### src/rtl/regfile_write_arbiter.sv
// regfile_write_arbiter
//   Merges ALU and load (MEM) writeback requests onto the single register
//   file write port. Each source owns a one-entry holding buffer; one full
//   buffer is granted per cycle and its entry is registered onto
//   RegWrite/WR/WD at the following edge.
//
// Ports
//   clock, reset            : rising-edge clock, synchronous active-high reset
//   alu_valid/ready/addr/data : ALU writeback handshake
//   mem_valid/ready/addr/data : load writeback handshake
//   RegWrite, WR, WD        : registered register-file write port
//   pending                 : one bit per register, set while a buffered
//                             entry targets it (includes the grant cycle)
module regfile_write_arbiter #(
    parameter int DW = 16,
    parameter int AW = 2
) (
    input  logic              clock,
    input  logic              reset,
    input  logic              alu_valid,
    output logic              alu_ready,
    input  logic [AW-1:0]     alu_addr,
    input  logic [DW-1:0]     alu_data,
    input  logic              mem_valid,
    output logic              mem_ready,
    input  logic [AW-1:0]     mem_addr,
    input  logic [DW-1:0]     mem_data,
    output logic              RegWrite,
    output logic [AW-1:0]     WR,
    output logic [DW-1:0]     WD,
    output logic [2**AW-1:0]  pending
);

    // holding buffers
    logic          a_vld_q, m_vld_q;
    logic [AW-1:0] a_addr_q, m_addr_q;
    logic [DW-1:0] a_data_q, m_data_q;

    // arbitration state: rr_q=0 favours ALU; mem_older_q=1 when the MEM
    // entry was loaded strictly before the ALU entry
    logic          rr_q, rr_d;
    logic          mem_older_q, mem_older_d;

    // registered write port
    logic          regwrite_q;
    logic [AW-1:0] wr_q;
    logic [DW-1:0] wd_q;

    logic          gnt_a, gnt_m;
    logic          a_load, m_load;

    // ---- stage 0: grant from buffer state only ----
    always_comb begin
        gnt_a = 1'b0;
        gnt_m = 1'b0;
        rr_d  = rr_q;
        if (a_vld_q && !m_vld_q) begin
            gnt_a = 1'b1;
        end else if (m_vld_q && !a_vld_q) begin
            gnt_m = 1'b1;
        end else if (a_vld_q && m_vld_q) begin
            if (a_addr_q == m_addr_q) begin
                // same destination: keep program order, rr untouched
                gnt_m = mem_older_q;
                gnt_a = !mem_older_q;
            end else begin
                gnt_m = rr_q;
                gnt_a = !rr_q;
                rr_d  = !rr_q;
            end
        end
    end

    // ready never looks at the port's own valid, only buffer/grant state
    assign alu_ready = !a_vld_q || gnt_a;
    assign mem_ready = !m_vld_q || gnt_m;
    assign a_load    = alu_valid && alu_ready;
    assign m_load    = mem_valid && mem_ready;

    // age only matters when both buffers are full afterwards; a buffer that
    // loads while the other one is held makes the other the older entry
    always_comb begin
        mem_older_d = mem_older_q;
        if (a_load && !m_load) begin
            mem_older_d = 1'b1;
        end else if (m_load) begin
            mem_older_d = 1'b0;
        end
    end

    always_comb begin
        for (int i = 0; i < 2**AW; i++) begin
            pending[i] = (a_vld_q && (a_addr_q == AW'(i))) ||
                         (m_vld_q && (m_addr_q == AW'(i)));
        end
    end

    // ---- stage 1: buffer update and registered write port ----
    always_ff @(posedge clock) begin
        if (reset) begin
            a_vld_q     <= 1'b0;
            m_vld_q     <= 1'b0;
            rr_q        <= 1'b0;
            mem_older_q <= 1'b0;
            regwrite_q  <= 1'b0;
            wr_q        <= '0;
            wd_q        <= '0;
        end else begin
            a_vld_q     <= a_load || (a_vld_q && !gnt_a);
            m_vld_q     <= m_load || (m_vld_q && !gnt_m);
            rr_q        <= rr_d;
            mem_older_q <= mem_older_d;
            regwrite_q  <= gnt_a || gnt_m;
            if (gnt_a) begin
                wr_q <= a_addr_q;
                wd_q <= a_data_q;
            end else if (gnt_m) begin
                wr_q <= m_addr_q;
                wd_q <= m_data_q;
            end
        end
    end

    // buffer payload is qualified by the valid bits, so it needs no reset
    always_ff @(posedge clock) begin
        if (a_load) begin
            a_addr_q <= alu_addr;
            a_data_q <= alu_data;
        end
        if (m_load) begin
            m_addr_q <= mem_addr;
            m_data_q <= mem_data;
        end
    end

    assign RegWrite = regwrite_q;
    assign WR       = wr_q;
    assign WD       = wd_q;

endmodule
### config.mk
export PLATFORM = sky130hd
export DESIGN_NAME = regfile_write_arbiter
export DESIGN_NICKNAME = d
export VERILOG_FILES = /design/src/rtl/regfile_write_arbiter.sv
export SDC_FILE = /design/constraint.sdc
export NUM_CORES = 1
export LEC_CHECK = 0
export ABC_AREA = 1
export CORE_MARGIN = 2
export CORE_UTILIZATION = 47
export CTS_CLUSTER_DIAMETER = 30
export CTS_CLUSTER_SIZE = 24
export DETAILED_ROUTE_END_ITERATION = 12
export PLACE_DENSITY = 0.76
export SETUP_SLACK_MARGIN = 0.5
export SLEW_MARGIN = 30
export SYNTH_ARGS = -nofsm -noshare
export SYNTH_HDL_FRONTEND = slang
export SYNTH_SLANG_ARGS = --single-unit
### constraint.sdc
create_clock -name clock -period 2.3 [get_ports clock]
set_input_delay 0.69 -clock clock [delete_from_list [all_inputs] [get_ports clock]]
set_output_delay 0.69 -clock clock [all_outputs]
set_load 0.01 [all_outputs]
-- Word-level counts from Yosys, hierarchy flattened
Cells that the tools add are included.
- bits in registers: 59
- output and inout bits: 25
- logic and storage cells: 72
- eq/ne operators: 7
- multiplexer cells: 14
- bitwise logic cells: 3
- reduce and logical (&&, ||, !) cells: 37
- operators with widths (kind ; count):
    2-to-1 mux 16 bit ; 2
    logical AND 1 bit ; 16
    2-to-1 mux 1 bit ; 10
    logical OR 1 bit ; 9
    == test 2 bit (second input constant) ; 4
    logical NOT 1 bit ; 7
    == test 2 x 1 -> 1 bit (second input constant) ; 2
    logical NOT 2 bit ; 2
    2-to-1 mux 2 bit ; 2
    AND reduction 4 bit ; 1
    nonzero test 2 bit ; 2
    NOT 1 bit ; 3
    == test 2 bit ; 1

-- Depth between registers and ports, before layout
Gate-level depths: netlist of the first run.
- word-level depth: 10
- mapped depth: 10
- depth with buffers taken out: 9

-- Least setup slack after synthesis of the first run
Ideal clock, no wire load.
- path type: flip-flop to flip-flop
- start point: reg m_addr_q[1]
- end point: reg a_addr_q[0] (enable)
- data arrival time: 1418 ps
- required time: 1927 ps
- setup slack: 509 ps
- cell stages (with the launch flop): 10
- path buffers: 0
- period minus slack after synthesis: 1791 ps
- path through: edfxtp_1 inv_2 nand2_1 nand2_2 nand2_2 nand2_1 o21ai_0 nand2_1 nand2_1 inv_1
- cells in the longest elaborated chain, start to end: 7
- RTL lines (element ; line ; text):
    start: declaration ; 36 ; logic [AW-1:0] a_addr_q, m_addr_q;
    start signal: assignment ; 131 ; m_addr_q <= mem_addr;
    == test 2 bit ; 62 ; if (a_addr_q == m_addr_q) begin
    2-to-1 mux 1 bit ; 62 ;
    2-to-1 mux 1 bit ; 61 ; end else if (a_vld_q && m_vld_q) begin
    2-to-1 mux 1 bit ; 59 ; end else if (m_vld_q && !a_vld_q) begin
    2-to-1 mux 1 bit ; 57 ; if (a_vld_q && !m_vld_q) begin
    logical OR 1 bit ; 75 ; assign alu_ready = !a_vld_q || gnt_a;
    net alu_ready ; 21 ; output logic alu_ready,
    logical AND 1 bit ; 77 ; assign a_load = alu_valid && alu_ready;
    net a_load ; 50 ; logic a_load, m_load;
    end signal: assignment ; 127 ; a_addr_q <= alu_addr;
    end: declaration ; 36 ;
The timed path passes the listed nets, and every way through them passes these cells.
A chain may end at the register's enable or synchronous reset.

-- Worst setup path in the final report of the first run
- start point: reg a_addr_q[1]
- end point: out alu_ready
- cells in the longest elaborated chain, start to end: 6
- RTL lines (element ; line):
    == test 2 bit ; 62
    2-to-1 mux 1 bit ; 62
    2-to-1 mux 1 bit ; 61
    2-to-1 mux 1 bit ; 59
    2-to-1 mux 1 bit ; 57
    logical OR 1 bit ; 75
    end: declaration ; 21
No other way between the ends.

==> results_dict.tcl, run 1 <==
set metrics [dict create \
    clock_tree_from_tritoncts "done" \
    synthesis.yosys.warnings 0 \
    holdWs_ps 445.7 \
    route.vias.total 1975 \
    syn_nets 281 \
    detail_route.wirelength_mm 5.869 \
    crit_path_max_fanout 4 \
    arrival_ps 1480 \
    clock-root-buffer "clkbuf_8" \
    drt_drc_violations_left 0 \
    vias_per_cell 4.817 \
    grt_antenna_before_repair 0 \
    syn_to_final_growth_pct 47.90 \
    crit_path_frequent_cell "nand2_1" \
    multi_input_area_um2 689.4 \
    grt_first_pass_wirelength_mm 8.535 \
    cts_sinks 59 \
    critPathTopFamily "flip-flops" \
    worstPathBufferInverterCount 2 \
    maxCapViolCount 0 \
    netSwitchingPower_w 0.0006066 \
    final-seq-area_um2 1546 \
    synthesis.area_um2 2387 \
    power.share.sequential_pct 52.3 \
    synthesis.area_per_instance_um2 9.906 \
    power.clock.fraction_pct 33.1 \
    ios 65 \
    combinationalPowerShare_pct 14.6 \
    tightest_pin_transition_ps 480.0 \
    worst-setup-path-type "register to output pin" \
    avgRoutedWirePerCell_um 14.31 \
    ant_nets 0 \
    synth_top_area_share_pct 45.28 \
    grt_max_degree 22 \
    tns_ps 0 \
    core_area_um2 4817 \
    leakage_nw 1.675 \
    via_count_of_the_first_global_routing_pass 1838 \
    slew_limit_headroom_pct 67.93 \
    grt_overflow 0 \
    place.gp.congestion 0.8450 \
    clkLatencyLatePin_ps 340 \
    critical_path_startpoint_category "register" \
    placementRows 25 \
    layout.filler_cells 357 \
    sequential_area_share_after_synthesis_pct 64.57 \
    floorplan.die.height_um 75.27 \
    status "finished clean" \
    postSynthCellCount 241 \
    tritoncts.num_buffers 9 \
    cp-end-kind "output pin" \
    timing.final.max_slew_violations 0 \
    port-buffer-count 64 \
    synth_top_area_cell "edfxtp_1" \
    rsz0062_at_grt "true" \
    clk_transition_reported_paths_ps 70 \
    chipWidth_um 75.27 \
    fin_nets 378 \
    period_needed_ps 2166 \
    clock_skew_ps 5.492 \
    initial_utilization_pct 49.56 \
    max_stage_delay_ps 450 \
    p_per_area_nw_per_um2 667.4 \
    timing.critical_path.slowest_stage_cell "edfxtp_1" \
    drt_iter0_markers 164 \
    timing.critical_path.cells "inv_2, nand2_1, nand2_2, nand2_4, o21ai_1, nand2_1, buf_2" \
    dieArea_um2 5666 \
    detail_route.first_pass.iterations 5 \
    worst_hold_class "register to register" \
    count_of_distinct_cell_types_in_the_synthesized_netlist 21 \
    grt_util_all_layers_pct 21.46 \
    ir_drop_mv 0.4796 \
    antennaDiodeCount 0 \
    timing.final.setup_violations 0 \
    synth.area.top_cells "edfxtp_1 45%, dfxtp_1 19%, nand2_1 11%" \
    period_share_pct 94.19 \
    synth_seq_cells 59 \
    layout-drive-gt1-share_pct 23.91 \
    p_int_w 0.001750 \
    cts_max_path_buffers 2 \
    clock_tree.htree_level_count 3 \
    switching_share_pct 25.74 \
    critPathRequiredTime_ps 1610 \
    hpwlAfterDp_mm 3.570 \
    finalHoldViolCount 0 \
    clock.fmax_mhz 461.6 \
]
==> layer usage <==
layer  vias up  wire length, µm  global-route usage, %
met4         0              176                  11.11
met5         -                0                      0
li1        982                -                      -
met1       917             2274                  24.34
met3        15              290                  7.229
met2        61             3128                  36.06
==> cells in the final DEF, fill, tap and decap left out, types with 3 or more instances in the layout <==
| master | count |
|---|---|
| nand2_1 | 62 |
| buf_6 | 8 |
| nand2_4 | 4 |
| nand4_1 | 18 |
| clkinv_2 | 4 |
| buf_4 | 20 |
| buf_2 | 5 |
| inv_2 | 6 |
| o22ai_2 | 3 |
| clkbuf_8 | 9 |
| nand3_2 | 4 |
| clkdlybuf4s50_1 | 39 |
| nand3_1 | 18 |
| nand2_2 | 8 |
| dfxtp_1 | 21 |
| dlygate4sd2_1 | 19 |
| edfxtp_1 | 36 |
| inv_1 | 39 |
==> sequential cells by signal (all words and copies together), names as in the netlist <==
signal,count
RegWrite,1
WD,16
WR,2
a_addr_q,2
a_data_q,16
a_vld_q,1
m_addr_q,2
m_data_q,16
m_vld_q,1
mem_older_q,1
rr_q,1
==> layout make-up <==
type | count | share of cell area, %
repair buffers | 94 | 24.84
clock inverters | 7 | 0.9922
multi-input cells | 128 | 19.53
clock buffers | 9 | 3.508
inverters | 46 | 4.961
well taps | 67 | 2.374
flip-flops and latches | 59 | 43.80
==> cells by family after synthesis <==
family	count (synthesis)	share of synthesized area, %
simple gates	118	23.32
compound gates	9	2.254
flops	59	64.57
buf+inv	55	9.853
==> synth_stat cells (all sizes together) <==
cell type,count
o21ai,2
edfxtp,36
buf,8
a21oi,3
nor2,3
nor3,1
o22ai,4
inv,46
nand2,74
nand3,22
clkbuf,1
dfxtp,23
nand4,18
==> timing repair <==
action                     4_1_cts  5_1_grt
gates resized for setup         63       25
pin swaps                        4        4
gates cloned                     0        2
buffers inserted                16        4
setup endpoints to repair       38       55
hold buffers                     0        0
==> worst register-to-register path, stage by stage (launching register included) <==
cell,delay [ps]
edfxtp_1,450
inv_2,120
nand2_1,60
nand2_2,100
nand2_4,70
o21ai_1,120
nand2_1,80
buf_4,130
buf_6,100
buf_6,100
buf_6,110
nand2_4,70
inv_4,50
buf_8,130
==> metrics by stage <==
step | worst slack, ps | util [%] | cells | total power, W | instance area, µm²
floorplan | 509.1 | - | 241 | 0.001388 | 2387
global placement | 151.6 | 64.70 | 372 | 0.001555 | 3117
detailed placement | 88.21 | 64.70 | 372 | 0.001566 | 3117
CTS | 194.5 | 70.52 | 404 | 0.002332 | 3397
global route | 51.08 | 73.30 | 410 | 0.002460 | 3531
finish | 133.7 | 73.30 | 410 | 0.002357 | 3531
==> path summary, 6_finish.rpt <==
check | from | slack (ps) | cells after the start | to
worst max register to register | a_addr_q[1] | 360 | 13 | a_data_q[6]
worst min-delay path | WD[8] | 450 | 2 | WD[8]
worst min register to register | WD[8] | 450 | 2 | WD[8]
worst max-delay path | a_addr_q[1] | 130 | 7 | alu_ready
==> power by group through the flow <==
stage | Clock, W | Sequential [W] | Combinational, W
after floorplan | 0 | 0.00126 | 0.000125
after global placement | 0 | 0.00125 | 0.000304
after detailed placement | 0 | 0.00126 | 0.000311
after CTS | 0.000788 | 0.00123 | 0.000312
after global routing | 0.000848 | 0.00124 | 0.000372
final | 0.000780 | 0.00123 | 0.000343
(Power assumes the default switching activity.)
==> inputs of run 2 (changes only) <==
--- a/config.mk
+++ b/config.mk
@@ -12,7 +12,7 @@
 export CTS_CLUSTER_SIZE = 24
 export DETAILED_ROUTE_END_ITERATION = 12
 export PLACE_DENSITY = 0.76
-export SETUP_SLACK_MARGIN = 0.5
+export SKIP_CTS_REPAIR_TIMING = 1
 export SLEW_MARGIN = 30
 export SYNTH_ARGS = -nofsm -noshare
 export SYNTH_HDL_FRONTEND = slang
==> constraint.sdc (replaced) <==
create_clock -name clock -period 2.7 [get_ports clock]
set_input_delay 0.81 -clock clock [delete_from_list [all_inputs] [get_ports clock]]
set_output_delay 0.81 -clock clock [all_outputs]
set_load 0.01 [all_outputs]
==> run 2 against run 1 <==
Routed wire length decreased by 14%. Cell count is 5.1% lower. Combinational power decreased by 22%. Non-clock buffer count decreased by 20. Via count is 4.7% lower. Critical path type unchanged. Largest cell class unchanged. Highest routed layer unchanged.
==> results_dict.tcl, run 2 (synthesized netlist as in run 1, its figures left out) <==
set metrics [dict create \
    status "finished clean" \
    grt_util_met1_pct 21.32 \
    grt_overflow 0 \
    timing.final.setup_violations 0 \
    crit_path_max_fanout 6 \
    clock.fmax_mhz 405.0 \
    place.gp.congestion 0.8386 \
    maxCapViolCount 0 \
    ir_drop_mv 0.3653 \
    layout.cells.most_common_list "70 x nand2_1, 62 x clkdlybuf4s50_1, 44 x inv_1" \
    clock_tree_from_tritoncts "done" \
    grt_max_degree 22 \
    ios 65 \
    worst-setup-path-type "register to output pin" \
    hpwlAfterDp_mm 3.582 \
    grt_antenna_before_repair 0 \
    critical_path_startpoint_category "register" \
    multi_input_area_um2 610.6 \
    drt_iter0_markers 99 \
    antennaDiodeCount 0 \
    layout_commonest_cell "nand2_1" \
    rsz0062_at_grt "false" \
    cp-end-kind "output pin" \
    dieArea_um2 5666 \
    clkLatencyLatePin_ps 320 \
    floorplan.die.height_um 75.27 \
    core_area_um2 4817 \
    timing.critical_path.cells "nand2_1, o22ai_1, clkdlybuf4s50_1" \
    initial_utilization_pct 49.56 \
    grt_busiest_layer "met2" \
    timing.final.max_slew_violations 0 \
    vias_per_cell 4.838 \
    avgRoutedWirePerCell_um 13.05 \
    grt_first_pass_wirelength_mm 8.059 \
    worst_hold_class "register to register" \
    timing.critical_path.slowest_stage_cell "clkdlybuf4s50_1" \
    syn_to_final_growth_pct 39.47 \
    chipWidth_um 75.27 \
    final-seq-area_um2 1541 \
    holdWs_ps 448.1 \
    layout-drive-gt1-share_pct 10.56 \
    layout.filler_cells 396 \
    leakage_nw 1.465 \
    critPathRequiredTime_ps 1890 \
    slew_limit_headroom_pct 69.70 \
    cts_max_path_buffers 2 \
    route.vias.total 1882 \
    finalHoldViolCount 0 \
    max_stage_delay_ps 560 \
    clock_skew_ps 6.386 \
    arrival_ps 1660 \
    clock_tree.htree_level_count 3 \
    period_needed_ps 2469 \
    tns_ps 0 \
    fin_nets 357 \
    clock-root-buffer "clkbuf_8" \
    placementRows 25 \
    grt_use_met3_pct 4.953 \
    via_count_of_the_first_global_routing_pass 1802 \
    port-buffer-count 64 \
    p_per_area_nw_per_um2 625.4 \
    tightest_pin_transition_ps 454.0 \
    ant_nets 0 \
    detail_route.first_pass.iterations 4 \
    grt_util_all_layers_pct 19.69 \
    reg2reg_setup_slack_ps 700 \
    tritoncts.num_buffers 9 \
    drt_drc_violations_left 0 \
    cts_sinks 59 \
    groute.layer.met2.usage_pct 36.06 \
    clk_transition_reported_paths_ps 60 \
    period_share_pct 91.46 \
    detail_route.wirelength_mm 5.076 \
]
run 2: critical path, delay by kind of cell, from the launching register on:
kind / cells / cell delay, ps
compound gates: 1 / 180
flops: 1 / 470
simple gates: 1 / 130
buf+inv: 1 / 560
run 2: worst paths after layout:
path,startpoint,endpoint,depth (start not counted)
worst max-delay path,a_vld_q,pending[1],3
worst min-delay path,WD[15],WD[15],2
worst max register to register,m_addr_q[1],m_data_q[3],9
worst min register to register,WD[15],WD[15],2
run 2: final cells by class:
cell class                 instances  area share (%)
clock buffer                      14           4.585
sequential                        59           46.30
inverter                          46           5.186
tap                               67           2.518
timing repair buffer              74           22.02
multi-input combinational        127           18.34
clock inverter                     2           1.052
run 2: where the power goes:
group	total [W]	switching, W	internal (W)
combinational	0.000268	0.000123	0.000145
clock	0.000764	0.000313	0.000452
sequential	0.00105	0.0000274	0.00102
run 2: per-stage QoR:
step / setup slack, ps / cell area (µm²) / cells / power, W / utilization (%)
after floorplan: 796.8 / 2387 / 241 / 0.001183 / -
after global placement: 434.2 / 3122 / 371 / 0.001327 / 64.81
after detailed placement: 363.8 / 3122 / 371 / 0.001336 / 64.81
after CTS: 7.264 / 3309 / 387 / 0.002097 / 68.70
after global routing: 162.0 / 3329 / 389 / 0.002173 / 69.12
final: 230.7 / 3329 / 389 / 0.002082 / 69.12
run 2: metal layers:
layer | up-vias | wire length [µm]
met5 | - | 0
met4 | 0 | 68
met3 | 7 | 244
met2 | 60 | 2843
met1 | 878 | 1919
li1 | 937 | -
